--- src/rtl/mem_access_controller.sv ---
// Arbiter and sequencer for the shared instruction/data memory port.
// Fetch and load/store requests share one address/write port; stores below ADDRESS are rejected.
module mem_access_controller #(
    parameter int ADDRESS     = 80,
    parameter int ADDR_W      = 10,
    parameter int MEM_LATENCY = 1
) (
    input  logic              clk,
    input  logic              reset,
    input  logic              if_req,
    input  logic [ADDR_W-1:0] if_addr,
    output logic              if_ack,
    output logic [31:0]       if_rdata,
    input  logic              d_req,
    input  logic              d_we,
    input  logic [ADDR_W-1:0] d_addr,
    input  logic [31:0]       d_wdata,
    output logic              d_ack,
    output logic [31:0]       d_rdata,
    output logic              d_fault,
    output logic [ADDR_W-1:0] mem_address,
    output logic [31:0]       mem_writeData,
    output logic              mem_MemWrite,
    input  logic [31:0]       mem_readData,
    output logic              busy
);

    typedef enum logic [1:0] {IDLE, ISSUE, WAIT, RESP} state_t;

    localparam logic [1:0] LAT_INIT = 2'(MEM_LATENCY - 1);

    state_t     state;
    state_t     state_next;
    logic       grant_data;
    logic       last_grant_data;
    logic       op_we;
    logic       op_fault;
    logic [1:0] lat_cnt;

    logic any_req;
    logic pick_data;
    logic store_fault;

    // On a tie the data port wins only if fetch was the previous tie winner.
    assign any_req     = if_req || d_req;
    assign pick_data   = d_req && (!if_req || !last_grant_data);
    assign store_fault = pick_data && d_we && (d_addr < ADDR_W'(ADDRESS));

    always_comb begin
        state_next = state;
        case (state)
            IDLE: begin
                if (any_req) begin
                    state_next = store_fault ? RESP : ISSUE;
                end
            end
            ISSUE:   state_next = op_we ? RESP : WAIT;
            WAIT: begin
                if (lat_cnt == 2'd0) begin
                    state_next = RESP;
                end
            end
            RESP:    state_next = IDLE;
            default: state_next = IDLE;
        endcase
    end

    always_ff @(posedge clk) begin
        if (reset) begin
            state           <= IDLE;
            grant_data      <= 1'b0;
            last_grant_data <= 1'b1;
            op_we           <= 1'b0;
            op_fault        <= 1'b0;
            lat_cnt         <= 2'd0;
            mem_address     <= '0;
            mem_writeData   <= '0;
            if_rdata        <= '0;
            d_rdata         <= '0;
        end else begin
            state <= state_next;
            case (state)
                IDLE: begin
                    if (any_req) begin
                        grant_data <= pick_data;
                        op_we      <= pick_data && d_we;
                        op_fault   <= store_fault;
                        if (if_req && d_req) begin
                            last_grant_data <= pick_data;
                        end
                        // A rejected store never touches the memory port.
                        if (!store_fault) begin
                            mem_address <= pick_data ? d_addr : if_addr;
                            if (pick_data && d_we) begin
                                mem_writeData <= d_wdata;
                            end
                        end
                    end
                end
                ISSUE: lat_cnt <= LAT_INIT;
                WAIT: begin
                    if (lat_cnt == 2'd0) begin
                        if (grant_data) begin
                            d_rdata <= mem_readData;
                        end else begin
                            if_rdata <= mem_readData;
                        end
                    end else begin
                        lat_cnt <= lat_cnt - 2'd1;
                    end
                end
                default: ;
            endcase
        end
    end

    assign mem_MemWrite = (state == ISSUE) && op_we;
    assign if_ack       = (state == RESP) && !grant_data;
    assign d_ack        = (state == RESP) && grant_data;
    assign d_fault      = (state == RESP) && grant_data && op_fault;
    assign busy         = (state != IDLE);

endmodule

--- config.mk ---
export PLATFORM = sky130hd
export DESIGN_NAME = mem_access_controller
export DESIGN_NICKNAME = d
export VERILOG_FILES = /design/src/rtl/mem_access_controller.sv
export SDC_FILE = /design/constraint.sdc
export NUM_CORES = 1
export LEC_CHECK = 0
export CORE_MARGIN = 2
export CORE_UTILIZATION = 44
export CTS_CLUSTER_SIZE = 12
export DETAILED_ROUTE_END_ITERATION = 10
export GPL_TIMING_DRIVEN = 0
export PLACE_DENSITY = 0.91
export SYNTH_ARGS = -nofsm -noshare
export SYNTH_HDL_FRONTEND = slang
export SYNTH_SLANG_ARGS = --single-unit
--- constraint.sdc ---
create_clock -name clk -period 4.7 [get_ports clk]
set_input_delay 0.705 -clock clk [delete_from_list [all_inputs] [get_ports clk]]
set_output_delay 0.705 -clock clk [all_outputs]
set_load 0.05 [all_outputs]
# Yosys cells after proc, flatten, opt, wreduce, memory -nomap -nowiden
# Index checks and enable logic that the tools add are counted.
[word_totals]
regBits = 114
out_inout_bits = 111
[classes]
n_addsub = 1
n_lt_le_gt_ge = 1
eq_ne = 6
muxes = 8
bitwise = 2
n_reduce_logical = 25
[ops]
columns = ["cell", "n"]
rows = [
  ["3-bit AND reduction", 4],
  ["10-bit by 7-bit < comparator with 1-bit output, second input constant", 1],
  ["10-bit two-way mux", 1],
  ["1-bit logical AND", 8],
  ["2-bit two-way mux", 4],
  ["2-bit case mux with 4 select lines", 1],
  ["2-bit inequality test, second input constant", 3],
  ["2-bit AND reduction", 3],
  ["2-bit == test, second input constant", 2],
  ["2-bit zero test", 2],
  ["2-bit case mux with 2 select lines", 1],
  ["4-bit AND reduction", 1],
  ["2-bit nonzero test", 2],
  ["1-bit zero test", 3],
  ["2-bit by 1-bit == test with 1-bit output, second input constant", 1],
  ["1-bit logical OR", 2],
  ["1-bit inverter", 2],
  ["2-bit by 1-bit subtractor with 2-bit output, second input constant", 1],
  ["1-bit two-way mux", 1],
]

# Longest topological paths before layout
# Gate-level depths: netlist (run 1).
[logic_depth]
depth_word = 8
ltp_mapped = 8
mapped_depth_nobuf = 6

# Worst setup path after synthesis (run 1)
# No wires, ideal clock.
[synth_timing]
path_type = "register to output"
startpoint = "register state[1]"
endpoint = "output port if_ack"
t_arrival_ps = 1249
t_required_ps = 3995
path_slack_ps = 2746
stages_incl_launch_ff = 3
n_path_buf = 0
path_cell_list = "dfxtp_1 ha_1 nor2b_1"
[synth_via]
elab_chain_len = 2
[synth_rtl]
columns = ["element", "line", "rtl"]
rows = [
  ["start: declaration", "32", "state_t state;"],
  ["start signal: assignment", "81", "state <= state_next;"],
  ["2-bit == test", "118", "assign if_ack = (state == RESP) && !grant_data;"],
  ["1-bit logical AND", "118", ""],
  ["end: declaration", "12", "output logic if_ack,"],
]
# Every way passes these cells.

# Worst setup path after layout (run 1)
[layout_timing]
startpoint = "register state[1]"
endpoint = "output port busy"
[layout_via]
elab_chain_len = 1
[layout_rtl]
columns = ["element", "line", "rtl"]
rows = [
  ["2-bit nonzero test", "121", "assign busy = (state != IDLE);"],
  ["end: declaration", "25", "output logic busy"],
]
# Every way passes these cells.

==> impl_metrics.sql, run 1 <==
INSERT INTO impl_metrics (metric_group, metric, value, unit) VALUES
('run_status', 'status', 'finished, final reports clean', ''),
('detailed_routing', 'avgViaCountPerCell', '5.02', ''),
('cells_and_area', 'final_core_utilization', '0.727', ''),
('worst_setup_path', 'critical_path_data_required_time', '3.99', 'ns'),
('timing', 'fin_tns_setup', '0', 'ns'),
('cells_and_area', 'fin_cells', '903', ''),
('detailed_routing', 'route.detailed.drc', '0', ''),
('global_route', 'grt_start_max_net_pins', '17', ''),
('pwr', 'p_per_area', '452', 'nW/um2'),
('cells_and_area', 'most-common-layout-cells', '217 x sky130_fd_sc_hd__nand2_1, 198 x sky130_fd_sc_hd__clkdlybuf4s50_1, 114 x sky130_fd_sc_hd__dfxtp_1', ''),
('cts', 'cts-buffers-inserted', '17', ''),
('global_route', 'grt_util_all_layers', '0.249', ''),
('global_route', 'initial_antenna_violation_count', '0', ''),
('cts', 'post-cts-setup-buffer-count', '0', ''),
('timing', 'timing_worst_slew_pin_value', '0.666', 'ns'),
('worst_setup_path', 'critical_path.max_stage_delay', '0.86', 'ns'),
('cts', 'clock_tree_from_tritoncts', 'built', ''),
('cts', 'cts.sink_count', '114', ''),
('cells_and_area', 'mostFrequentLayoutCell', 'sky130_fd_sc_hd__nand2_1', ''),
('cts', 'cts_root_buf', 'sky130_fd_sc_hd__clkbuf_8', ''),
('global_route', 'via_count_of_the_first_global_routing_pass', '4491', ''),
('logic_synthesis', 'average_cell_area_after_synthesis', '7.96', 'um2'),
('cts', 'resized_after_cts', '0', ''),
('pwr', 'p_leak', '2.44', 'nW'),
('logic_synthesis', 'synth_sequential_area_ratio', '0.531', ''),
('global_route', 'grt.overflow.total', '0', ''),
('cells_and_area', 'finish.net_count', '851', ''),
('logic_synthesis', 'synthCells', '540', ''),
('worst_setup_path', 'critical-path-slowest-cell', 'sky130_fd_sc_hd__clkdlybuf4s50_1', ''),
('floorplanning', 'floorplan.initialDensity', '0.446', ''),
('floorplanning', 'core-area', '9640', 'um2'),
('timing', 'worst_hold_slack', '0.453', 'ns'),
('worst_setup_path', 'timing.critical_path.cells', 'inv_1 -> ha_1 -> clkbuf_1 -> inv_1 -> clkdlybuf4s50_1', ''),
('logic_synthesis', 'synth-compound-area-share', '0.174', ''),
('detailed_routing', 'wirelength', '13100', 'um'),
('timing', 'final.setup_skew', '0.00706', 'ns'),
('logic_synthesis', 'largest_family_of_logic_cells_by_synthesized_area', 'simple AND/OR/NAND/NOR gates', ''),
('cts', 'max-clock-path-buffers', '2', ''),
('detailed_routing', 'drt_iter0_markers', '221', ''),
('logic_synthesis', 'synth.net_count', '634', ''),
('hold_path', 'timing.hold.worst.class', 'reg2reg', ''),
('timing', 'layout_min_cycle_time', '3.15', 'ns'),
('logic_synthesis', 'postSynth.topFlopCell', 'sky130_fd_sc_hd__dfxtp_1', ''),
('timing', 'fmaxAchievable', '317', 'MHz'),
('timing', 'hold_viol_final', '0', ''),
('placed_design', 'port_buffer_count', '198', ''),
('timing', 'relSlewSlack', '0.556', ''),
('logic_synthesis', 'ys_types', '33', ''),
('cts', 'worst_skew_pair.late_latency', '0.50', 'ns'),
('logic_synthesis', 'postSynth.asyncResetShare', '0', ''),
('detailed_routing', 'vias', '4537', ''),
('worst_setup_path', 'timing_worst_setup_path_type', 'reg2out', ''),
('floorplanning', 'floorplan.io_pins', '200', ''),
('detailed_routing', 'postRouteAntennaNets', '0', ''),
('worst_setup_path', 'worstPathMaxFanout', '10', ''),
('cells_and_area', 'num-fill-cells', '734', ''),
('timing', 'final_min_period_over_clock_period', '0.671', ''),
('placed_design', 'dpl.cell_count', '871', ''),
('cells_and_area', 'syn_to_final_growth', '63.0', '%'),
('cells_and_area', 'antenna_fix_cells', '0', ''),
('timing', 'final-setup-viol-count', '0', ''),
('cts', 'clock_tree.htree_level_count', '4', ''),
('logic_synthesis', 'yosys.area_share.adder', '0.0145', ''),
('timing', 'timing_max_transition_violations_final', '0', ''),
('logic_synthesis', 'yosys.area_share.xor_xnor', '0.00204', ''),
('floorplanning', 'die_height', '103', 'um'),
('placed_design', 'post-dp-hpwl', '9710', 'um'),
('worst_setup_path', 'worstSetupStartpointType', 'flip-flop', ''),
('floorplanning', 'floorplan.die_area', '10600', 'um2'),
('pwr', 'max_ir_drop_vdd', '0.297', 'mV'),
('worst_setup_path', 'crit_path_most_repeated_cell', 'sky130_fd_sc_hd__inv_1', '');
-- layout make-up --
cell class / instances / area, um2 / area share
plain buffers: 37 / 170 / 0.0243
repair buffers: 198 / 1980 / 0.283
inverters: 6 / 22.5 / 0.00321
clock buffers: 20 / 455 / 0.0650
well taps: 133 / 166 / 0.0237
clock inverters: 12 / 108 / 0.0153
multi-input cells: 383 / 1830 / 0.260
flip-flops and latches: 114 / 2280 / 0.325
-- routing by layer --
| layer | wire length [um] | vias to the layer above | share of wire | global-route usage |
|---|---|---|---|---|
| li1 | - | 2213 | - | - |
| met4 | 344 | 0 | 0.026 | 0.114 |
| met3 | 1160 | 35 | 0.089 | 0.0841 |
| met5 | 0 | - | 0 | 0 |
| met1 | 5120 | 2089 | 0.39 | 0.272 |
| met2 | 6520 | 200 | 0.50 | 0.437 |
-- where the power goes --
part	leakage [nW]	total, W	internal [W]	switching, W
combinational	1.25	0.000876	0.000306	0.000570
clock	0.261	0.00119	0.000741	0.000445
sequential	0.925	0.00111	0.00106	0.0000520
-- state kept, by name, indices dropped and copies added, names as in the netlist --
signal	cells
d_rdata	32
grant_data	1
if_rdata	32
last_grant_data	1
lat_cnt	2
mem_address	10
mem_writeData	32
op_fault	1
op_we	1
state	2
-- kinds of logic (layout without fill, tap and decap cells) --
| group | count (synthesis) | in the layout |
|---|---|---|
| AND/OR/NAND/NOR | 255 | 255 |
| AO/OA/AOI/OAI | 122 | 122 |
| flip-flops | 114 | 114 |
| buffers and inverters | 43 | 273 |
| adder cells (fa/ha/maj) | 5 | 5 |
| XOR/XNOR | 1 | 1 |
-- worst paths after layout --
kind / slack (ns) / depth (start not counted) / from / to
max: 1.55 / 5 / state[1] / busy
min: 0.45 / 2 / if_rdata[12] / if_rdata[12]
max reg2reg: 2.74 / 8 / state[0] / if_rdata[14]
min reg2reg: 0.45 / 2 / if_rdata[12] / if_rdata[12]
-- critical path: cells and delay by family, from the launching register on --
family | cells | cell delay, ns
adders and majority gates | 1 | 0.22
buffers and inverters | 4 | 1.31
DFF | 1 | 0.40
-- synthesized netlist by cell type (2+ instances only) --
cell,count,area [um2]
sky130_fd_sc_hd__a21oi_1,89,445
sky130_fd_sc_hd__a21oi_2,12,105
sky130_fd_sc_hd__a311oi_1,11,96.3
sky130_fd_sc_hd__and2_1,4,25.0
sky130_fd_sc_hd__buf_2,7,35.0
sky130_fd_sc_hd__and3_1,2,12.5
sky130_fd_sc_hd__nand2b_1,2,12.5
sky130_fd_sc_hd__dfxtp_1,114,2280
sky130_fd_sc_hd__nand3_1,2,10.0
sky130_fd_sc_hd__nor2b_1,2,12.5
sky130_fd_sc_hd__buf_6,3,33.8
sky130_fd_sc_hd__inv_1,6,22.5
sky130_fd_sc_hd__nand2_1,217,815
sky130_fd_sc_hd__ha_1,5,62.6
sky130_fd_sc_hd__nor2_1,19,71.3
sky130_fd_sc_hd__o21ai_0,3,15.0
sky130_fd_sc_hd__clkbuf_1,26,97.6
-- through the flow --
step | cell area, um2 | power [W] | setup slack, ns
global placement | 6450 | 0.00197 | 2.11
CTS | 7010 | 0.00318 | 1.52
finish | 7010 | 0.00317 | 1.55
floorplan | 4300 | 0.00167 | 2.75
detailed placement | 6450 | 0.00199 | 2.08
global route | 7010 | 0.00329 | 1.35
No activity file was read; power rests on OpenSTA's default activity.
==> run 2, diff against run 1 <==
--- a/config.mk
+++ b/config.mk
@@ -6,11 +6,11 @@
 export NUM_CORES = 1
 export LEC_CHECK = 0
 export CORE_MARGIN = 2
-export CORE_UTILIZATION = 44
+export CORE_UTILIZATION = 37
 export CTS_CLUSTER_SIZE = 12
 export DETAILED_ROUTE_END_ITERATION = 10
 export GPL_TIMING_DRIVEN = 0
-export PLACE_DENSITY = 0.91
+export PLACE_DENSITY = 0.82
 export SYNTH_ARGS = -nofsm -noshare
 export SYNTH_HDL_FRONTEND = slang
 export SYNTH_SLANG_ARGS = --single-unit
==> constraint.sdc (replaced) <==
create_clock -name clk -period 2.6 [get_ports clk]
set_input_delay 0.39 -clock clk [delete_from_list [all_inputs] [get_ports clk]]
set_output_delay 0.39 -clock clk [all_outputs]
set_load 0.05 [all_outputs]
==> impl_metrics.sql, run 2 (synthesis results as in run 1) <==
INSERT INTO impl_metrics (metric_group, metric, value, unit) VALUES
('detailed_routing', 'wirelength', '13500', 'um'),
('cts', 'worst_skew_pair.late_latency', '0.40', 'ns'),
('global_route', 'grt_first_pass_wirelength', '21600', 'um'),
('worst_setup_path', 'worstSetupStartpointType', 'flip-flop', ''),
('global_route', 'via_count_of_the_first_global_routing_pass', '4481', ''),
('pwr', 'design_internal_power', '0.00418', 'W'),
('flow_run', 'drv_cap', '0', ''),
('global_route', 'initial_antenna_violation_count', '0', ''),
('cells_and_area', 'final_area', '7110', 'um2'),
('cells_and_area', 'fin_cells', '913', ''),
('timing', 'timing_worst_slew_pin_value', '0.709', 'ns'),
('worst_setup_path', 'timing.critical_path.cells', 'inv_1 -> ha_1 -> clkbuf_1 -> inv_1 -> dlygate4sd2_1', ''),
('cts', 'holdBufCountCts', '0', ''),
('pwr', 'share_clk_of_total_power', '0.412', ''),
('timing', 'relSlewSlack', '0.528', ''),
('cells_and_area', 'num-fill-cells', '967', ''),
('pwr', 'share_comb_of_total_power', '0.259', ''),
('timing', 'final_min_period_over_clock_period', '0.940', ''),
('timing', 'timing_max_transition_violations_final', '0', ''),
('cts', 'cts-buffers-inserted', '17', ''),
('floorplanning', 'floorplan.io_pins', '200', ''),
('detailed_routing', 'vias', '4507', ''),
('floorplanning', 'die_width', '112', 'um'),
('placed_design', 'dpl.cell_count', '881', ''),
('worst_setup_path', 'critical_path_data_required_time', '2.21', 'ns'),
('worst_setup_path', 'timing_worst_setup_path_type', 'reg2out', ''),
('detailed_routing', 'avgViaCountPerCell', '4.94', ''),
('floorplanning', 'floorplan.initialDensity', '0.378', ''),
('floorplanning', 'core.rowCount', '39', ''),
('detailed_routing', 'drt_iter0_markers', '287', ''),
('cells_and_area', 'mostFrequentLayoutCell', 'sky130_fd_sc_hd__nand2_1', ''),
('worst_setup_path', 'crit_path_most_repeated_cell', 'sky130_fd_sc_hd__inv_1', ''),
('cts', 'clock_tree_from_tritoncts', 'built', ''),
('placed_design', 'port_buffer_count', '198', ''),
('worst_setup_path', 'worst_ep_arrival_time', '2.05', 'ns'),
('worst_setup_path', 'critical-path-slowest-cell', 'sky130_fd_sc_hd__dlygate4sd2_1', ''),
('worst_setup_path', 'worst-path-buf-inv', '4', ''),
('placed_design', 'post-dp-hpwl', '9940', 'um'),
('timing', 'layout_min_cycle_time', '2.44', 'ns'),
('detailed_routing', 'drt-wirelength-per-cell', '14.8', 'um'),
('cells_and_area', 'antenna_fix_cells', '0', ''),
('global_route', 'grt_util_all_layers', '0.215', ''),
('placed_design', 'dpl-instance-area', '6460', 'um2'),
('global_route', 'grt.overflow.total', '0', ''),
('floorplanning', 'core-area', '11400', 'um2'),
('detailed_routing', 'detailed_router_iteration_count_before_antenna_repair', '4', ''),
('timing', 'final.setup_skew', '0.00644', 'ns'),
('floorplanning', 'floorplan.die_area', '12500', 'um2'),
('cts', 'cts_root_buf', 'sky130_fd_sc_hd__clkbuf_16', ''),
('timing', 'fmaxAchievable', '409', 'MHz'),
('placed_design', 'routabilityCongestion', '0.823', ''),
('cells_and_area', 'finish.net_count', '851', ''),
('run_status', 'status', 'finished, final reports clean', ''),
('cts', 'max-clock-path-buffers', '2', ''),
('cts', 'cts.sink_count', '114', ''),
('cells_and_area', 'most-common-layout-cells', '217 x sky130_fd_sc_hd__nand2_1, 197 x sky130_fd_sc_hd__clkdlybuf4s50_1, 114 x sky130_fd_sc_hd__dfxtp_1', ''),
('pwr', 'power.sequential.fraction', '0.329', ''),
('worst_setup_path', 'gate_family_responsible_for_the_most_delay_along_the_worst_path', 'buffers and inverters', ''),
('global_route', 'grt_start_max_net_pins', '17', ''),
('cts', 'clkSlewWorstSetupHoldPaths', '0.05', 'ns'),
('floorplanning', 'die_height', '112', 'um'),
('timing', 'grt_setup_unrepaired', 'no', ''),
('cts', 'clock_tree.htree_level_count', '4', ''),
('cells_and_area', 'syn_to_final_growth', '65.3', '%'),
('timing', 'hold_viol_final', '0', ''),
('hold_path', 'timing.hold.worst.class', 'reg2reg', ''),
('cells_and_area', 'registers_with_the_most_flip_flops', 'd_rdata (32), if_rdata (32), mem_writeData (32)', ''),
('detailed_routing', 'route.detailed.drc', '0', ''),
('detailed_routing', 'postRouteAntennaNets', '0', ''),
('timing', 'fin_tns_setup', '0', 'ns'),
('pwr', 'power.net_switching', '0.00191', 'W'),
('pwr', 'p_leak', '2.50', 'nW'),
('worst_setup_path', 'register_to_register_setup_slack', '0.64', 'ns'),
('pwr', 'max_ir_drop_vdd', '0.422', 'mV'),
('worst_setup_path', 'worstPathMaxFanout', '10', ''),
('worst_setup_path', 'critical_path.max_stage_delay', '0.55', 'ns'),
('cells_and_area', 'drive_gt1_frac', '0.0766', ''),
('pwr', 'p_per_area', '857', 'nW/um2'),
('timing', 'final-setup-viol-count', '0', ''),
('pwr', 'switching_share', '0.313', ''),
('worst_setup_path', 'worstSetupEndpointType', 'output port', ''),
('cells_and_area', 'final_core_utilization', '0.625', '');
## run 2: final timing paths
kind         depth (start not counted)           end     start
max                                  5          busy  state[1]
max reg2reg                          8  if_rdata[21]  state[0]
min reg2reg                          2      op_fault  op_fault
min                                  2      op_fault  op_fault
## run 2: worst reg2reg max path, stage by stage, from the launching register on
cell,delay [ns]
sky130_fd_sc_hd__dfxtp_1,0.36
sky130_fd_sc_hd__inv_1,0.10
sky130_fd_sc_hd__ha_1,0.26
sky130_fd_sc_hd__nand2_1,0.10
sky130_fd_sc_hd__or2_2,0.10
sky130_fd_sc_hd__clkbuf_1,0.21
sky130_fd_sc_hd__clkbuf_1,0.45
sky130_fd_sc_hd__nand2_1,0.14
sky130_fd_sc_hd__a21oi_1,0.17
## run 2: routing by layer
metal	GRT usage	up-vias	wire, um
met3	0.0871	24	1240
met5	0	-	0
met4	0.0914	0	255
met1	0.249	2073	5550
met2	0.351	199	6450
li1	-	2211	-
## run 2: power by group through the flow
stage               Combinational, W  Clock (W)  Sequential [W]
global placement             0.00154          0         0.00203
finish                       0.00158    0.00251         0.00200
CTS                          0.00158    0.00256         0.00200
global route                 0.00168    0.00264         0.00202
floorplan                   0.000512          0         0.00251
detailed placement           0.00158          0         0.00204
## run 2: layout make-up
class                      instances  area (um2)  share of cell area
buffer                            37         170              0.0239
clock buffer                      23         498              0.0701
clock inverter                     9         150              0.0211
inverter                           6        22.5             0.00317
multi-input combinational        383        1830               0.257
sequential                       114        2280               0.321
tap                              143         179              0.0252
timing repair buffer             198        1980               0.279
## run 2: through the flow
stage               setup slack (ns)  total power [W]  hold slack [ns]
floorplan                      0.961          0.00302            0.432
global placement               0.361          0.00357            0.442
detailed placement             0.306          0.00362            0.447
CTS                            0.145          0.00614            0.454
global route                  0.0556          0.00634            0.471
finish                         0.157          0.00609            0.450
## run 2: timing repair
action	4_1_cts	5_1_grt
endpoints found under the setup margin	1	0
buffers inserted	0	0
resized for setup	1	0
